### config.mk
export PLATFORM = sky130hd
export DESIGN_NAME = spi_storage_responder
export DESIGN_NICKNAME = d
export VERILOG_FILES = /design/src/rtl/spi_storage_responder.sv
export SDC_FILE = /design/constraint.sdc
export NUM_CORES = 2
export LEC_CHECK = 0
export ABC_CLOCK_PERIOD_IN_PS = 11700
export CAP_MARGIN = 10
export CORE_ASPECT_RATIO = 1.4
export CORE_MARGIN = 5
export CORE_UTILIZATION = 30
export CTS_CLUSTER_DIAMETER = 120
export CTS_CLUSTER_SIZE = 40
export DETAILED_ROUTE_END_ITERATION = 10
export GPL_TIMING_DRIVEN = 1
export PLACE_DENSITY = 0.45
export RECOVER_POWER = 25
export SYNTH_ARGS = -nofsm -noshare
export SYNTH_HDL_FRONTEND = slang
export SYNTH_SLANG_ARGS = --single-unit
export TNS_END_PERCENT = 50
### constraint.sdc
create_clock -name clk -period 11.7 [get_ports clk]
set_input_delay 2.925 -clock clk [delete_from_list [all_inputs] [get_ports clk]]
set_output_delay 2.925 -clock clk [all_outputs]
set_load 0.01 [all_outputs]
### src/rtl/spi_storage_responder.sv
// ---------------------------------------------------------------------------
// spi_storage_responder
// On-chip stand-in for the external SPI storage part. The SCK/SCS/MOSI
// inputs are oversampled on clk, a byte command set (read 0x03, write 0x02,
// optionally write-enable 0x06) is decoded, and a 2^MEM_AW byte memory is
// served.
//
// Optional feature: define STORAGE_WEL_EN to require a prior 0x06
// (write-enable latch) before a 0x02 write transfers any data.
//
// Ports:
//   clk       system clock
//   rstn      asynchronous active-low reset
//   spiSCK    SPI clock from initiator (mode 0, idles low)
//   spiSCS    SPI chip select, active low
//   spiMOSI   serial data in, MSB first
//   spiMISO   serial data out, MSB first (0 outside read data phase)
//   selected  synchronized active-high chip select
//   wrStrobe  one-clk pulse per byte committed to memory
// ---------------------------------------------------------------------------
module spi_storage_responder #(
    parameter int MEM_AW = 8
) (
    input  logic clk,
    input  logic rstn,
    input  logic spiSCK,
    input  logic spiSCS,
    input  logic spiMOSI,
    output logic spiMISO,
    output logic selected,
    output logic wrStrobe
);

    typedef enum logic [2:0] {IDLE, CMD, ADDR, RDATA, WDATA, IGNORE} state_t;

    localparam logic [15:0] AMASK = 16'((32'd1 << MEM_AW) - 32'd1);

    state_t      state;
    logic        sck_s1, sck_s2, sck_d;
    logic        cs_s1, cs_s2, cs_d;
    logic        mosi_s1, mosi_s2;
    logic [4:0]  bit_cnt;
    logic [15:0] addr;
    logic [7:0]  rx;
    logic [7:0]  tx;
    logic [1:0]  ld_pipe;   // memory read latency: address settle, then tx load
    logic        is_wr;
`ifdef STORAGE_WEL_EN
    logic        wel;
`endif

    logic [7:0]  mem [2**MEM_AW];
    logic [7:0]  mem_q;

    logic        sck_rise, sck_fall, cs_fall;
    logic [7:0]  rx_byte;
    logic [15:0] addr_inc;
    logic        mem_we;

    assign sck_rise = sck_s2 & ~sck_d;
    assign sck_fall = ~sck_s2 & sck_d;
    assign cs_fall  = cs_d & ~cs_s2;
    assign rx_byte  = {rx[6:0], mosi_s2};
    // Only the memory-index bits advance; upper address bits are carried as-is.
    assign addr_inc = (addr & ~AMASK) | ((addr + 16'd1) & AMASK);
    // SCS rise has priority, so an edge coinciding with deselect never writes.
    assign mem_we   = (state == WDATA) && !cs_s2 && sck_rise && (bit_cnt == 5'd7);

    // Synchronizers; SCS resets to the deselected level.
    always_ff @(posedge clk or negedge rstn) begin
        if (!rstn) begin
            sck_s1  <= 1'b0;
            sck_s2  <= 1'b0;
            sck_d   <= 1'b0;
            cs_s1   <= 1'b1;
            cs_s2   <= 1'b1;
            cs_d    <= 1'b1;
            mosi_s1 <= 1'b0;
            mosi_s2 <= 1'b0;
        end else begin
            sck_s1  <= spiSCK;
            sck_s2  <= sck_s1;
            sck_d   <= sck_s2;
            cs_s1   <= spiSCS;
            cs_s2   <= cs_s1;
            cs_d    <= cs_s2;
            mosi_s1 <= spiMOSI;
            mosi_s2 <= mosi_s1;
        end
    end

    // Memory is not reset; contents survive rstn.
    always_ff @(posedge clk) begin
        if (mem_we)
            mem[addr[MEM_AW-1:0]] <= rx_byte;
        mem_q <= mem[addr[MEM_AW-1:0]];
    end

    always_ff @(posedge clk or negedge rstn) begin
        if (!rstn) begin
            state    <= IDLE;
            spiMISO  <= 1'b0;
            selected <= 1'b0;
            wrStrobe <= 1'b0;
            bit_cnt  <= 5'd0;
            addr     <= 16'd0;
            rx       <= 8'd0;
            tx       <= 8'd0;
            ld_pipe  <= 2'b00;
            is_wr    <= 1'b0;
`ifdef STORAGE_WEL_EN
            wel      <= 1'b0;
`endif
        end else begin
            selected <= ~cs_s1;
            wrStrobe <= 1'b0;
            ld_pipe  <= {ld_pipe[0], 1'b0};
            if (ld_pipe[1])
                tx <= mem_q;

            if (state == IDLE) begin
                spiMISO <= 1'b0;
                if (cs_fall) begin
                    state   <= CMD;
                    bit_cnt <= 5'd0;
                    rx      <= 8'd0;
                end
            end else if (cs_s2) begin
                // Deselect: abandon any partial byte.
                state   <= IDLE;
                spiMISO <= 1'b0;
                bit_cnt <= 5'd0;
                ld_pipe <= 2'b00;
                is_wr   <= 1'b0;
`ifdef STORAGE_WEL_EN
                if (is_wr)
                    wel <= 1'b0;
`endif
            end else begin
                case (state)
                    CMD: if (sck_rise) begin
                        rx      <= rx_byte;
                        bit_cnt <= bit_cnt + 5'd1;
                        if (bit_cnt == 5'd7) begin
                            bit_cnt <= 5'd0;
                            case (rx_byte)
                                8'h03: begin
                                    is_wr <= 1'b0;
                                    state <= ADDR;
                                end
`ifdef STORAGE_WEL_EN
                                8'h02: begin
                                    if (wel) begin
                                        is_wr <= 1'b1;
                                        state <= ADDR;
                                    end else begin
                                        state <= IGNORE;
                                    end
                                end
                                8'h06: begin
                                    wel   <= 1'b1;
                                    state <= IGNORE;
                                end
`else
                                8'h02: begin
                                    is_wr <= 1'b1;
                                    state <= ADDR;
                                end
`endif
                                default: state <= IGNORE;
                            endcase
                        end
                    end
                    ADDR: if (sck_rise) begin
                        addr    <= {addr[14:0], mosi_s2};
                        bit_cnt <= bit_cnt + 5'd1;
                        if (bit_cnt == 5'd15) begin
                            bit_cnt <= 5'd0;
                            if (is_wr) begin
                                state <= WDATA;
                            end else begin
                                state   <= RDATA;
                                ld_pipe <= {ld_pipe[0], 1'b1};
                            end
                        end
                    end
                    RDATA: begin
                        if (sck_rise) begin
                            bit_cnt <= bit_cnt + 5'd1;
                            if (bit_cnt == 5'd7) begin
                                bit_cnt <= 5'd0;
                                addr    <= addr_inc;
                                ld_pipe <= {ld_pipe[0], 1'b1};
                            end
                        end else if (sck_fall) begin
                            spiMISO <= tx[7];
                            tx      <= {tx[6:0], 1'b0};
                        end
                    end
                    WDATA: if (sck_rise) begin
                        rx      <= rx_byte;
                        bit_cnt <= bit_cnt + 5'd1;
                        if (bit_cnt == 5'd7) begin
                            bit_cnt  <= 5'd0;
                            wrStrobe <= 1'b1;
                            addr     <= addr_inc;
                        end
                    end
                    IGNORE: ;
                    default: state <= IDLE;
                endcase
            end
        end
    end

endmodule
==> flow_metrics.tcl <==
set metrics [dict create \
    gr-total-overflow 0 \
    synthMuxAreaShare 0.1460 \
    cpMaxStageDelayCell "clkbuf_1" \
    wl_per_cell_um 30.07 \
    critPathMaxFanout 88 \
    path_cells "clkbuf_1 > buf_4" \
    fin_area_um2 86890 \
    p_int_w 0.01172 \
    avgViaCountPerCell 5.127 \
    setup_tns_ns 0 \
    cts_setup_buffers 0 \
    power_density_nw_per_um2 201.7 \
    cts.sinks 2101 \
    syn-cell-area_um2 80690 \
    worst_slew_pin_slew_ns 3.972 \
    fin_skew_ns 0.04211 \
    switchingPower_w 0.005800 \
    grt_pass1_vias 38536 \
    cts-root-buf "clkbuf_16" \
    grt_first_pass_wirelength_um 308100 \
    fmax_mhz 176.5 \
    place_congestion 0.7525 \
    synth_area_per_cell_um2 21.39 \
    p_comb_frac 0.283 \
    status "complete, but fails checks" \
    drt_iter0_drc 3382 \
    ys_ff_latch 2101 \
    hpwl_um 129100 \
    synth.distinct_cells 57 \
    die_h_um 623.6 \
    crit_type "reg2reg" \
    finalHoldViolCount 0 \
    drc 0 \
    core_area_um2 268000 \
    netSwitchingFraction 0.3310 \
    die_area_um2 279600 \
    crit_required_ns 12.14 \
    synth_edf_count 2048 \
    synth_ff_type "edfxtp_1" \
    h-tree-depth 2 \
    synth-xor-area-share 0.0001085 \
    cts_tree "done" \
    synth_seq_area_share 0.7782 \
    clkTransAtPathRegs_ns 0.14 \
    cts_inserted_buffers 58 \
    async_flop_share 0.02142 \
    cts_resized 0 \
    pwr-share-clk 0.182 \
    syn2layout_area_growth_pct 7.680 \
    synth-simple-area-share 0.02163 \
    maxCapViolations 18 \
    drive_above_1_share 0.1938 \
    arrival_ns 6.11 \
    synth_fa_ha_area_frac 0.001085 \
    fin_crit_sh 0.4842 \
    start_util 0.3011 \
    synth_cells 3772 \
    die_w_um 448.3 \
    layout.nets 3721 \
    end_kind "register" \
    final_cell_mix "edfxtp_1 (2048), mux4_2 (512), nor2_1 (268), a22oi_1 (259), a21oi_1 (139)" \
    clockBufferDepth 3 \
    clk_latency_ns 0.80 \
    pwr-share-seq 0.535 \
    placed_area_um2 85270 \
    fp-row-count 225 \
    grt_max_degree 182 \
    static-leakage-power_nw 25.29 \
    grt_antenna_before_repair 3 \
    final_common_cell "edfxtp_1" \
    synth_fp_nets 3784 \
    start_kind "register" \
    cts-hold-fix-buffers 0 \
    hold_slack_ns 0.3726 \
    drtAntennaViolNets 0 \
    dr.pass1.iters 5 \
    ir_drop_uv 195.4 \
    drt-total-wl_um 218600 \
    vias 37260 \
    rsz0062_at_grt "false" \
    hp-class "reg2reg" \
    grt.total_usage 0.1530 \
    fin_crit_ns 5.666 \
    io_buffers 7 \
    slowest_delay_ns 2.61 \
    violations "max-capacitance violations, max-slew violations" \
    slew_headroom -1.648 \
    yosys_warnings 0 \
    synth_compound_area_frac 0.03959 \
    slew_violations 1152 \
    setup_viol 0 \
    synth_top_family_by_area "multiplexers" \
    io_pins 8 \
]
==> synthesized netlist by cell type, drive strengths merged, types with 3 or more instances <==
cell type | instances | area, um2
nand4 | 10 | 62.56
a211oi | 3 | 22.52
o22ai | 5 | 31.28
and2 | 4 | 25.02
nor3 | 10 | 55.05
a21oi | 139 | 695.7
edfxtp | 2048 | 61500
nor3b | 3 | 22.52
dfrtp | 42 | 1051
dfxtp | 8 | 160.2
ha | 7 | 87.58
o21ai | 14 | 70.06
o41ai | 32 | 280.3
inv | 11 | 41.29
mux2 | 10 | 112.6
a22oi | 259 | 1944
buf | 86 | 475.5
mux2i | 14 | 140.1
nor2 | 270 | 1013
nor2b | 16 | 100.1
mux4 | 512 | 11530
nand3 | 29 | 145.1
clkbuf | 150 | 564.3
dfstp | 3 | 78.83
nor4 | 7 | 43.79
nand2 | 49 | 183.9
==> state kept, by name (all words and copies together), names as in the netlist, 2 cells and up <==
register  flops
bit_cnt       5
state         3
mem_q         8
tx            8
rx            7
addr          8
ld_pipe       2
mem        2048
==> metal layers <==
metal  GRT usage  wire [um]  share of wire  up-vias
met5           0          0              0        -
met4     0.03382       5230          0.024        0
met3     0.01448       7471          0.034      156
met2      0.2732     114700           0.52      761
met1      0.2024      91150           0.42    20771
li1            -          -              -    15572
==> logic make-up after synthesis <==
logic type	after synthesis
and+or+nand+nor	410
AOI/OAI and AO/OA	470
xor gates and xnor gates	1
muxes	536
DFF	2101
adders and majority gates	7
buffers and inverters	247
==> critical path: cells and delay by family, from the launching register on <==
family	cells	cell delay (ns)
buffers and inverters	2	3.67
DFF	1	1.58
==> final timing paths <==
path | start | end | slack [ns] | depth (start not counted)
setup / recovery | mosi_s2$_DFF_PN0_ | mem[4][0]$_DFFE_PP_ | 6.03 | 2
hold / removal | mosi_s1$_DFF_PN0_ | mosi_s2$_DFF_PN0_ | 0.37 | 0
setup reg to reg | mosi_s2$_DFF_PN0_ | mem[4][0]$_DFFE_PP_ | 6.03 | 2
hold reg to reg | mosi_s1$_DFF_PN0_ | mosi_s2$_DFF_PN0_ | 0.37 | 0
max in group asynchronous | rstn | addr[1]$_DFFE_PN0P_ | 8.95 | 2
min in group asynchronous | rstn | bit_cnt[0]$_DFFE_PN0P_ | 2.23 | 2
==> layout make-up <==
class / instances / area (um2)
clock inverter: 1 / 20.02
timing repair buffer: 113 / 924.6
clock buffer: 97 / 1662
inverter: 11 / 41.29
sequential: 2101 / 62800
fill: 25383 / 181100
antenna: 3 / 7.507
multi-input combinational: 1424 / 17030
tap: 3518 / 4402
==> power by group through the flow <==
stage | Clock, W | Sequential (W) | Combinational (W)
CTS | 0.00330 | 0.00934 | 0.00511
global route | 0.00352 | 0.00942 | 0.00525
global placement | 0 | 0.00950 | 0.00505
finish | 0.00319 | 0.00938 | 0.00496
detailed placement | 0 | 0.00951 | 0.00510
floorplan | 0 | 0.00970 | 0.00298
==> metrics by stage <==
step,total power [W],instances,utilization,worst slack (ns)
after floorplan,0.01268,3772,-,7.367
after global placement,0.01455,7158,0.3176,5.335
after detailed placement,0.01461,7167,0.3181,6.331
after CTS,0.01775,7265,0.3244,6.303
after global routing,0.01818,7266,0.3242,5.614
final,0.01752,7268,0.3242,6.034
(Power assumes the default switching activity.)
